==> src/rtl/vga_pkg.sv <==
// Shared VGA timing types, the 640x480@60 default mode and total-length helpers.
package vga_pkg;

    typedef enum logic [1:0] {
        ACTIVE = 2'd0,
        FP     = 2'd1,
        SYNC   = 2'd2,
        BP     = 2'd3
    } phase_e;

    typedef struct packed {
        int unsigned h_active;
        int unsigned h_fp;
        int unsigned h_sync;
        int unsigned h_bp;
        int unsigned v_active;
        int unsigned v_fp;
        int unsigned v_sync;
        int unsigned v_bp;
    } vga_timing_t;

    localparam vga_timing_t VGA_640x480 = '{
        h_active: 640, h_fp: 16, h_sync: 96, h_bp: 48,
        v_active: 480, v_fp: 10, v_sync: 2,  v_bp: 33
    };

    function automatic int unsigned h_total(input vga_timing_t t);
        return t.h_active + t.h_fp + t.h_sync + t.h_bp;
    endfunction

    function automatic int unsigned v_total(input vga_timing_t t);
        return t.v_active + t.v_fp + t.v_sync + t.v_bp;
    endfunction

    // Segment order within a line or a frame.
    function automatic phase_e next_phase(input phase_e p);
        case (p)
            ACTIVE:  return FP;
            FP:      return SYNC;
            SYNC:    return BP;
            default: return ACTIVE;
        endcase
    endfunction

endpackage

==> src/rtl/vga_delay_line.sv <==
// Enabled register chain with asynchronous reset to a fixed value; depth 0 is a wire.
module vga_delay_line #(
    parameter int unsigned W       = 1,
    parameter int unsigned DEPTH   = 1,
    parameter logic [W-1:0] RST_VAL = '0
) (
    input  logic         i_clk,
    input  logic         i_rst_n,
    input  logic         i_en,
    input  logic [W-1:0] i_d,
    output logic [W-1:0] o_q
);

    if (DEPTH == 0) begin : g_bypass
        logic w_unused;
        assign w_unused = &{1'b0, i_clk, i_rst_n, i_en};
        assign o_q      = i_d;
    end else begin : g_chain
        logic [W-1:0] r_stage [DEPTH];

        // shift one stage per enabled cycle; reset loads the idle value everywhere
        always_ff @(posedge i_clk or negedge i_rst_n) begin
            if (!i_rst_n) begin
                for (int unsigned i = 0; i < DEPTH; i++) r_stage[i] <= RST_VAL;
            end else if (i_en) begin
                r_stage[0] <= i_d;
                for (int unsigned i = 1; i < DEPTH; i++) r_stage[i] <= r_stage[i-1];
            end
        end

        assign o_q = r_stage[DEPTH-1];
    end

endmodule

==> src/rtl/vga_timing_gen.sv <==
// VGA raster timing generator: phase FSMs per axis drive a registered request
// stage, which a LOOKAHEAD-deep delay line turns into display-aligned outputs.
module vga_timing_gen
    import vga_pkg::*;
#(
    parameter int unsigned CW        = 11,
    parameter int unsigned H_ACTIVE  = VGA_640x480.h_active,
    parameter int unsigned H_FP      = VGA_640x480.h_fp,
    parameter int unsigned H_SYNC    = VGA_640x480.h_sync,
    parameter int unsigned H_BP      = VGA_640x480.h_bp,
    parameter int unsigned V_ACTIVE  = VGA_640x480.v_active,
    parameter int unsigned V_FP      = VGA_640x480.v_fp,
    parameter int unsigned V_SYNC    = VGA_640x480.v_sync,
    parameter int unsigned V_BP      = VGA_640x480.v_bp,
    parameter bit          H_POL     = 1'b0,
    parameter bit          V_POL     = 1'b0,
    parameter int unsigned LOOKAHEAD = 2,
    parameter int unsigned FCW       = 8
) (
    input  logic           vgaclk,
    input  logic           rst_n,
    input  logic           en,
    output logic           hsync,
    output logic           vsync,
    output logic           vga_sync,
    output logic           vga_blank,
    output logic [CW-1:0]  counter_H,
    output logic [CW-1:0]  counter_V,
    output logic           frame_start,
    output logic           line_start,
    output logic           req_valid,
    output logic [CW-1:0]  req_x,
    output logic [CW-1:0]  req_y,
    output logic [FCW-1:0] frame_cnt
);

    localparam vga_timing_t TIM = '{
        h_active: H_ACTIVE, h_fp: H_FP, h_sync: H_SYNC, h_bp: H_BP,
        v_active: V_ACTIVE, v_fp: V_FP, v_sync: V_SYNC, v_bp: V_BP
    };
    localparam int unsigned H_TOTAL = h_total(TIM);
    localparam int unsigned V_TOTAL = v_total(TIM);
    localparam logic [CW-1:0] H_LAST = CW'(H_TOTAL - 1);
    localparam logic [CW-1:0] V_LAST = CW'(V_TOTAL - 1);

    // pipeline bundle: {live, valid, hsync, vsync, x, y}
    localparam int unsigned PW = 2 * CW + 4;
    localparam logic [PW-1:0] PIPE_IDLE = {2'b00, ~H_POL, ~V_POL, {(2 * CW){1'b0}}};

    if (H_ACTIVE == 0 || H_FP == 0 || H_SYNC == 0 || H_BP == 0 ||
        V_ACTIVE == 0 || V_FP == 0 || V_SYNC == 0 || V_BP == 0) begin : g_bad_segment
        $error("vga_timing_gen: every segment length must be non-zero");
    end
    if (64'(H_TOTAL) >= (64'd1 << CW) || 64'(V_TOTAL) >= (64'd1 << CW)) begin : g_bad_total
        $error("vga_timing_gen: line/frame total does not fit in CW bits");
    end
    if (LOOKAHEAD > 7) begin : g_bad_lookahead
        $error("vga_timing_gen: LOOKAHEAD must be 0..7");
    end

    phase_e         r_h_phase, w_h_phase_nxt;
    phase_e         r_v_phase, w_v_phase_nxt;
    logic [CW-1:0]  r_h_seg, w_h_seg_nxt, w_h_seg_last;
    logic [CW-1:0]  r_v_seg, w_v_seg_nxt, w_v_seg_last;
    logic [CW-1:0]  r_h, r_v, w_h_nxt, w_v_nxt;
    logic [FCW-1:0] r_frame_cnt;
    logic           w_h_wrap, w_v_wrap, w_h_seg_end, w_v_seg_end;

    logic           r_req_live, r_req_valid, r_req_hsync, r_req_vsync;
    logic [CW-1:0]  r_req_x, r_req_y;
    logic [PW-1:0]  w_req_bus, w_disp_bus;
    logic           w_disp_live;

    assign w_h_wrap    = (r_h == H_LAST);
    assign w_v_wrap    = (r_v == V_LAST);
    assign w_h_seg_end = (r_h_seg == w_h_seg_last);
    assign w_v_seg_end = (r_v_seg == w_v_seg_last);

    // last segment-local count for the current horizontal phase
    always_comb begin
        w_h_seg_last = '0;
        unique case (r_h_phase)
            ACTIVE: w_h_seg_last = CW'(H_ACTIVE - 1);
            FP:     w_h_seg_last = CW'(H_FP - 1);
            SYNC:   w_h_seg_last = CW'(H_SYNC - 1);
            BP:     w_h_seg_last = CW'(H_BP - 1);
        endcase
    end

    // last segment-local count for the current vertical phase
    always_comb begin
        w_v_seg_last = '0;
        unique case (r_v_phase)
            ACTIVE: w_v_seg_last = CW'(V_ACTIVE - 1);
            FP:     w_v_seg_last = CW'(V_FP - 1);
            SYNC:   w_v_seg_last = CW'(V_SYNC - 1);
            BP:     w_v_seg_last = CW'(V_BP - 1);
        endcase
    end

    // horizontal next phase: advance every pixel, change phase at segment end
    always_comb begin
        w_h_phase_nxt = r_h_phase;
        w_h_seg_nxt   = r_h_seg + CW'(1);
        if (w_h_seg_end) begin
            w_h_phase_nxt = next_phase(r_h_phase);
            w_h_seg_nxt   = '0;
        end
    end

    // vertical next phase: only moves on the horizontal wrap cycle
    always_comb begin
        w_v_phase_nxt = r_v_phase;
        w_v_seg_nxt   = r_v_seg;
        if (w_h_wrap) begin
            w_v_seg_nxt = r_v_seg + CW'(1);
            if (w_v_seg_end) begin
                w_v_phase_nxt = next_phase(r_v_phase);
                w_v_seg_nxt   = '0;
            end
        end
    end

    // raster position next value
    always_comb begin
        w_h_nxt = w_h_wrap ? '0 : r_h + CW'(1);
        w_v_nxt = r_v;
        if (w_h_wrap) w_v_nxt = w_v_wrap ? '0 : r_v + CW'(1);
    end

    // phase FSM state, segment counters, position and frame counter
    always_ff @(posedge vgaclk or negedge rst_n) begin
        if (!rst_n) begin
            r_h_phase   <= ACTIVE;
            r_v_phase   <= ACTIVE;
            r_h_seg     <= '0;
            r_v_seg     <= '0;
            r_h         <= '0;
            r_v         <= '0;
            r_frame_cnt <= '0;
        end else if (en) begin
            r_h_phase <= w_h_phase_nxt;
            r_v_phase <= w_v_phase_nxt;
            r_h_seg   <= w_h_seg_nxt;
            r_v_seg   <= w_v_seg_nxt;
            r_h       <= w_h_nxt;
            r_v       <= w_v_nxt;
            if (w_h_wrap && w_v_wrap) r_frame_cnt <= r_frame_cnt + FCW'(1);
        end
    end

    // request stage: register the current position and its phase-derived flags
    always_ff @(posedge vgaclk or negedge rst_n) begin
        if (!rst_n) begin
            r_req_live  <= 1'b0;
            r_req_valid <= 1'b0;
            r_req_hsync <= ~H_POL;
            r_req_vsync <= ~V_POL;
            r_req_x     <= '0;
            r_req_y     <= '0;
        end else if (en) begin
            r_req_live  <= 1'b1;
            r_req_valid <= (r_h_phase == ACTIVE) && (r_v_phase == ACTIVE);
            r_req_hsync <= (r_h_phase == SYNC) ? H_POL : ~H_POL;
            r_req_vsync <= (r_v_phase == SYNC) ? V_POL : ~V_POL;
            r_req_x     <= r_h;
            r_req_y     <= r_v;
        end
    end

    // live marks a real position so the idle (0,0) after reset never decodes as a strobe
    assign w_req_bus = {r_req_live, r_req_valid, r_req_hsync, r_req_vsync, r_req_x, r_req_y};

    vga_delay_line #(
        .W       (PW),
        .DEPTH   (LOOKAHEAD),
        .RST_VAL (PIPE_IDLE)
    ) u_disp_dly (
        .i_clk   (vgaclk),
        .i_rst_n (rst_n),
        .i_en    (en),
        .i_d     (w_req_bus),
        .o_q     (w_disp_bus)
    );

    assign {w_disp_live, vga_blank, hsync, vsync, counter_H, counter_V} = w_disp_bus;

    assign vga_sync    = hsync & vsync;
    assign line_start  = w_disp_live && (counter_H == '0);
    assign frame_start = w_disp_live && (counter_H == '0) && (counter_V == '0);
    assign req_valid   = r_req_valid;
    assign req_x       = r_req_x;
    assign req_y       = r_req_y;
    assign frame_cnt   = r_frame_cnt;

endmodule

==> config.mk <==
export PLATFORM = sky130hd
export DESIGN_NAME = vga_timing_gen
export DESIGN_NICKNAME = d
export VERILOG_FILES = /design/src/rtl/vga_pkg.sv /design/src/rtl/vga_delay_line.sv /design/src/rtl/vga_timing_gen.sv
export SDC_FILE = /design/constraint.sdc
export NUM_CORES = 1
export LEC_CHECK = 0
export CORE_MARGIN = 1
export CORE_UTILIZATION = 43
export CTS_BUF_LIST = sky130_fd_sc_hd__clkbuf_2 sky130_fd_sc_hd__clkbuf_4 sky130_fd_sc_hd__clkbuf_8
export DETAILED_ROUTE_END_ITERATION = 6
export GPL_TIMING_DRIVEN = 1
export PLACE_DENSITY = 0.73
export SYNTH_ARGS = -nofsm -noshare
export SYNTH_HDL_FRONTEND = slang
export SYNTH_HIERARCHICAL = 1
export SYNTH_SLANG_ARGS = --single-unit
==> constraint.sdc <==
create_clock -name vgaclk -period 2.15 [get_ports vgaclk]
set_input_delay 0.43 -clock vgaclk [delete_from_list [all_inputs] [get_ports vgaclk]]
set_output_delay 0.43 -clock vgaclk [all_outputs]
set_load 0.03 [all_outputs]
==> results of run 1 <==
==> registers in the layout, summed over array words and instances, names as in the netlist <==
name	cells
r_h_seg	11
req_y	11
r_v_seg	11
frame_cnt	8
r_req_live	1
r_v_phase	2
r_v	11
u_disp_dly/o_q	26
r_h	11
r_h_phase	2
r_req_vsync	1
u_disp_dly/g_chain.r_stage	26
req_x	11
req_valid	1
r_req_hsync	1
==> Yosys cell counts (3+ instances only) <==
| library cell | number | area [um2] |
|---|---|---|
| a21oi_1 | 5 | 25.0 |
| dfrtp_1 | 128 | 3200 |
| buf_4 | 27 | 203 |
| nor3_1 | 9 | 45.0 |
| o211ai_1 | 3 | 22.5 |
| mux2_2 | 28 | 315 |
| nor2_1 | 13 | 48.8 |
| nor4_1 | 9 | 56.3 |
| nand4_1 | 13 | 81.3 |
| o21bai_1 | 3 | 22.5 |
| nand3_1 | 19 | 95.1 |
| xor2_1 | 12 | 105 |
| dfstp_2 | 6 | 158 |
| nand2_1 | 27 | 101 |
| inv_1 | 14 | 52.6 |
| buf_2 | 4 | 20.0 |
| and3_1 | 9 | 56.3 |
| nor3b_1 | 3 | 22.5 |
| o21ai_0 | 22 | 110 |
| buf_12 | 5 | 100 |
| and4_1 | 9 | 78.8 |
| xnor2_1 | 17 | 149 |
| ha_1 | 14 | 175 |
| mux2i_1 | 3 | 30.0 |
| mux2_4 | 50 | 751 |
| buf_1 | 3 | 11.3 |
| or4_1 | 3 | 22.5 |
| or3_1 | 3 | 18.8 |
| clkbuf_1 | 3 | 11.3 |
| and2_1 | 5 | 31.3 |
==> cell type report <==
class | count | share of cell area (%)
Multi-Input combinational cell | 307 | 35.0
Tap cell | 184 | 3.06
Clock buffer | 22 | 3.94
Inverter | 14 | 0.698
Sequential cell | 134 | 44.7
Clock inverter | 10 | 2.23
Timing Repair Buffer | 80 | 10.4
==> cells in the final DEF (no fill, tap or decap), drive strengths merged, types with 2 or more instances in the layout <==
master	count
o221ai	2
nor4	10
nand2b	2
o2111ai	2
inv	15
nor3b	3
or2	2
o21ai	23
dfstp	6
dfrtp	128
nand2	27
nor3	10
clkbuf	22
or3	3
clkdlybuf4s50	56
buf	23
bufinv	4
nor2	13
o211ai	3
a21oi	5
and3	9
mux2i	3
a21o	2
xor2	12
o31ai	2
or4	3
clkinvlp	4
and3b	2
xnor2	17
and4	9
ha	14
nand4	14
nand3	19
a22o	2
and2	5
o311ai	2
mux2	78
o21bai	3
==> metal layers <==
metal | part of all wire [%] | routed length [um]
met5 | 0 | 0
met4 | 0.80 | 94
met1 | 47 | 5480
met3 | 3.6 | 428
met2 | 49 | 5760
==> power by group through the flow <==
stage          Sequential (uW)  Combinational, uW  Clock (uW)
2_1_floorplan             3110                726           0
3_5_place_dp              3090               1100           0
5_1_grt                   3090               1190        2530
3_3_place_gp              3070               1080           0
4_1_cts                   3050               1110        2410
6_report                  3050               1100        2360
==> cell families (layout without fill, tap and decap cells) <==
| family | count (synthesis) | after routing | synth area share [%] |
|---|---|---|---|
| DFF | 134 | 134 | 52.7 |
| and+or+nand+nor | 134 | 134 | 12.1 |
| muxes | 81 | 81 | 17.2 |
| buffers and inverters | 57 | 126 | 6.42 |
| AOI/OAI and AO/OA | 49 | 49 | 4.83 |
| xor gates and xnor gates | 29 | 29 | 3.99 |
| adders and majority gates | 14 | 14 | 2.75 |
==> how the worst max path moves through the flow <==
stage                                               from          end  depth (start not counted)
after floorplan           u_disp_dly/o_q[13]$_DFFE_PN0P_  frame_start                          4
after global placement    u_disp_dly/o_q[20]$_DFFE_PN0P_   line_start                          3
after detailed placement  u_disp_dly/o_q[20]$_DFFE_PN0P_   line_start                          3
after CTS                 u_disp_dly/o_q[17]$_DFFE_PN0P_  frame_start                          4
after global routing      u_disp_dly/o_q[21]$_DFFE_PN0P_  frame_start                          4
final                     u_disp_dly/o_q[17]$_DFFE_PN0P_  frame_start                          4
==> metrics by stage <==
step | hold WS [ns] | area [um2]
after global routing | 0.160 | 7520
after CTS | 0.136 | 7500
after detailed placement | 0.456 | 7010
after global placement | 0.447 | 7010
after floorplan | 0.134 | 6370
final | 0.110 | 7520
==> repair_timing <==
item | 4_1_cts | 5_1_grt
hold buffers | 0 | 0
gates resized for setup | 7 | 5
pin swaps | 2 | 1
setup endpoints to repair | 3 | 18
endpoints found under the hold margin | 0 | 0
buffers inserted | 1 | 1
==> key figures, run 1 <==
Hold path
  – Hold Crit Class: primary input to asynchronous set/reset pin

Yosys
  – Mapped Cells: 498
  – Mapped Area: 6370 um2
  – EDFF count, synth: 0
  – Main synth FF type: dfrtp_1
  – Syn_nets: 515
  – Synth warn: 6
  – Async SR Flop Fraction: 100%
  – Sequential-to-total area share from yosys stat: 52.7%
  – Synthesized area per cell: 12.8 um2
  – Yosys reg bits: 134
  – Post-synth cell types: 50

STA
  – PnR worst setup slack: 0.0477 ns
  – Max Transition Viols Final: 0
  – Unrepaired setup endpoints after global routing: yes
  – Max_slew headroom: 53.4%
  – Skew final: 0.0102 ns
  – Tmin final: 2.10 ns
  – Setup violators final: 0
  – Final Hold Fails: 0
  – Fin crit share: 97.8%
  – Max frequency: 476 MHz
  – Fin Setup TNS: 0 ns
  – Slew @ Worst Pin: 0.699 ns

Die
  – Initial Utilization: 44.0%
  – Die ar.: 15,300 um2
  – Die H: 124 um
  – Die width: 124 um
  – Row count: 44
  – I/O pins: 62
  – Core Box Area: 14,500 um2

Worst setup path
  – CP max stage cell: dfrtp_1
  – CP max stage delay: 0.39 ns
  – CP top delay family: simple AND/OR/NAND/NOR gates
  – RR Startpoint: r_h[1]$_DFFE_PN0P_
  – CP Cell Sequence: nor4_2 > and3_1 > and4_1 > buf_6
  – Critical Path Fanout Max: 2
  – Critical Path AT: 1.67 ns
  – Bufs and invs on worst path: 1
  – Critical path class: flip-flop to output pin
  – Critical Path End Type: output pin
  – RR Endpoint: r_v[9]$_DFFE_PN0P_
  – Reg2reg setup slack: 0.17 ns
  – Worst Reg2Reg Path Length in Cells: 5
  – Worst path required time: 1.72 ns
  – Startpoint types: flip-flop

Global routing
  – Vias in the first global route: 3,964
  – Met3 Use GR: 3.80%
  – M1 GR Usage: 21.4%
  – GRT met2 Usage: 26.7%
  – Largest net degree at the start of global routing: 135
  – First-pass GRT wire length: 19,600 um
  – GRT busiest layer: met2
  – Initial antenna violation count: 0
  – Congestion Overflow GR: 0
  – GRT Resource Usage Total: 16.4%

Power
  – Clock network power share: 36.2%
  – Logic pwr share: 16.9%
  – Total power: 6500 uW
  – Power Density: 864 nW/um2
  – Switching Share: 26.9%
  – Cell internal pwr: 4750 uW
  – Switching pwr: 1750 uW
  – Power share of the sequential group: 46.9%
  – Leak: 0.00345 uW
  – Worst IR drop on VDD: 0.400 mV

Final layout
  – Final Non-Filler Cells: 751
  – Post-layout util: 52.0%
  – FILL cells: 1,172
  – Number of diodes: 0
  – Layout Area Growth over Synthesis: 18.1%
  – Area occupied by registers: 3360 um2
  – Multi-input logic area: 2640 um2
  – Share of post-route cells with drive strength above 1: 26.1%
  – Final net count: 571

Placement
  – Placed insts: 717
  – Gp weighted congestion: 0.806
  – PortBufs: 61
  – Dpl ws: 0.0508 ns
  – DP HPWL: 7940 um

Status
  – Status: completed

CTS
  – CTS root buf: clkbuf_8
  – H-Tree Depth: 4
  – CTS sink cnt: 134
  – CTS clk-pin slew, worst paths: 0.07 ns
  – CTS buffer count: 17
  – Clock Tree Buf Depth: 2
  – Clock Latency Late Sink: 0.43 ns
  – CTS tree: built

Detailed routing
  – Via count: 3,980
  – Drt first pass iters: 4
  – Drt wl/cell: 15.7 um
  – Vias/cell: 5.30
  – Iter 0 DRT Violations: 270
  – Final routed DRC violation total: 0
  – Post-route antenna net violation count: 0
  – Drt total wl: 11,800 um

Run
  – Max Cap Viol: 0
Power figures use the tool's default switching activity.
==> run 2, diff against run 1 <==
GPL_TIMING_DRIVEN = unset   (was 1)
==> results of run 2 <==
Same layout as run 1: the final DEF is identical, and so are final timing and power.
==> run 3, diff against run 2 <==
DONT_BUFFER_PORTS = 1   (was unset)
PLACE_DENSITY = unset   (was 0.73)
PLACE_DENSITY_LB_ADDON = 0.25   (was unset)
==> run 3 against run 2 <==
The run now ends with hold timing left. Die area did not move. Design area shrank 8.5%. Utilization decreased by 4.4 points. Critical endpoint unchanged. Non-clock buffer count is 59 lower. Critical path type unchanged. Final cell count fell by 7.9%. Clock power decreased by 16%. Global-route usage decreased by 0.081 points. Clock-buffer cell count rose by 1. Combinational power fell by 37%.
==> key figures, run 3 (synthesis results as in run 1) <==
STA
  – Setup violators final: 0
  – Unrepaired setup endpoints after global routing: yes
  – Skew final: 0.00788 ns
  – Hold_ws: -0.320 ns
  – Max_slew headroom: 71.9%
  – Slew @ Worst Pin: 0.421 ns
  – Tmin final: 2.13 ns
  – Max Transition Viols Final: 0
  – Max frequency: 468 MHz
  – Fin crit share: 99.3%
  – Final Hold Fails: 134

Die
  – I/O pins: 62
  – Die ar.: 15,300 um2
  – Row count: 44
  – Die H: 124 um
  – Die width: 124 um
  – Initial Utilization: 44.0%
  – Core Box Area: 14,500 um2

Worst setup path
  – Reg2reg setup slack: 0.13 ns
  – Critical Path AT: 1.70 ns
  – RR Endpoint: frame_cnt[5]$_DFFE_PN0P_
  – Critical path class: flip-flop to output pin
  – Worst path required time: 1.72 ns
  – Critical Path End Type: output pin
  – Startpoint types: flip-flop
  – RR Startpoint: r_h[7]$_DFFE_PN0P_
  – Worst Setup SP: u_disp_dly/o_q[21]$_DFFE_PN0P_
  – Worst Reg2Reg Path Length in Cells: 5
  – Critical Path Fanout Max: 2

Power
  – Worst IR drop on VDD: 0.426 mV
  – Total power: 5870 uW
  – Power Density: 853 nW/um2
  – Leak: 0.00322 uW

Final layout
  – Share of post-route cells with drive strength above 1: 29.9%
  – Most frequent cells in the layout: dfrtp_1, mux2_4, mux2_2, nand2_1, o21ai_0
  – Layout Area Growth over Synthesis: 8.03%
  – Multi-input logic area: 2690 um2
  – FILL cells: 1,254
  – Final net count: 512
  – Most common cell after layout, fill and taps aside: dfrtp_1
  – Number of diodes: 0
  – Design Area, Final: 6880 um2
  – Area occupied by registers: 3360 um2

CTS
  – H-Tree Depth: 4
  – CTS root buf: clkbuf_8
  – Clock Latency Late Sink: 0.44 ns
  – CTS buffer count: 17
  – CTS clk-pin slew, worst paths: 0.07 ns
  – CTS sink cnt: 134
  – CTS tree: built
  – Clock Tree Buf Depth: 2

Global routing
  – Vias in the first global route: 3,749
  – Largest net degree at the start of global routing: 135
  – First-pass GRT wire length: 19,000 um
  – Congestion Overflow GR: 0
  – GRT Resource Usage Total: 16.3%
  – Initial antenna violation count: 0

Detailed routing
  – Final routed DRC violation total: 0
  – Vias/cell: 5.42
  – Drt first pass iters: 5
  – Drt total wl: 11,500 um
  – Iter 0 DRT Violations: 299
  – Via count: 3,751
  – Post-route antenna net violation count: 0
  – Drt wl/cell: 16.6 um

Status
  – Status: complete, but fails checks
  – Failing checks: hold timing

Run
  – Max Cap Viol: 0

Placement
  – Area after DPL: 6410 um2
  – DP HPWL: 7540 um
  – PortBufs: 0
  – Gp weighted congestion: 0.853

Hold path
  – Hold Crit Class: primary input to asynchronous set/reset pin
run 3: cell count changes in the layout (fill, tap and decap cells not counted), moves of 2 or more:
| cell | delta |
|---|---|
| clkdlybuf4s50_1 | -56 |
| nor4_1 | -4 |
| buf_12 | -2 |
| clkinvlp_4 | -3 |
| bufinv_16 | -3 |
| nor4_2 | +3 |
| clkinv_2 | +6 |
run 3: worst max-delay path: stages (launching register included):
cell	delay [ns]
dfrtp_1	0.41
nor4_4	0.31
and3_4	0.23
and4_1	0.18
buf_6	0.13
run 3: report_power, final:
part	internal, uW	total [uW]	switching (uW)
Combinational	405	689	284
Sequential	2790	3210	415
Clock	1050	1980	928
Total	4250	5870	1630
run 3: per-stage QoR:
stage	setup TNS, ns	cells	worst slack (ns)	hold slack [ns]	utilization (%)
global placement	0	659	0.180	0.138	44.3
CTS	-0.0480	691	-0.0480	-0.358	47.2
floorplan	0	498	0.154	0.134	-
global route	-0.130	692	-0.110	-0.360	47.5
finish	0	692	0.0154	-0.320	47.5
detailed placement	0	659	0.0698	0.136	44.3
run 3: what timing repair did:
item / 4_1_cts / 5_1_grt
endpoints found under the setup margin: 2 / 18
endpoints found under the hold margin: 134 / 134
setup buffers: 0 / 1
resized for setup: 8 / 7
pin swaps: 1 / 1
run 3: final cells by class:
| type | count | share of cell area [%] |
|---|---|---|
| sequential | 134 | 48.8 |
| clock inverter | 9 | 1.11 |
| multi-input combinational | 307 | 39.0 |
| clock buffer | 23 | 4.42 |
| inverter | 14 | 0.763 |
| tap | 184 | 3.34 |
| timing repair buffer | 21 | 2.53 |
run 3: routing by layer:
layer	up-vias	routed length, um	GRT usage, %
met2	99	5200	23.8
met5	-	0	0
met4	0	251	8.13
met1	1871	5400	21.9
met3	20	656	4.81
li1	1761	-	-
run 3: worst max-delay path by stage:
stage	to
after floorplan	frame_start
after CTS	frame_start
after global placement	frame_cnt[7]$_DFFE_PN0P_
after detailed placement	r_v_seg[8]$_DFFE_PN0P_
final	frame_start
after global routing	frame_start
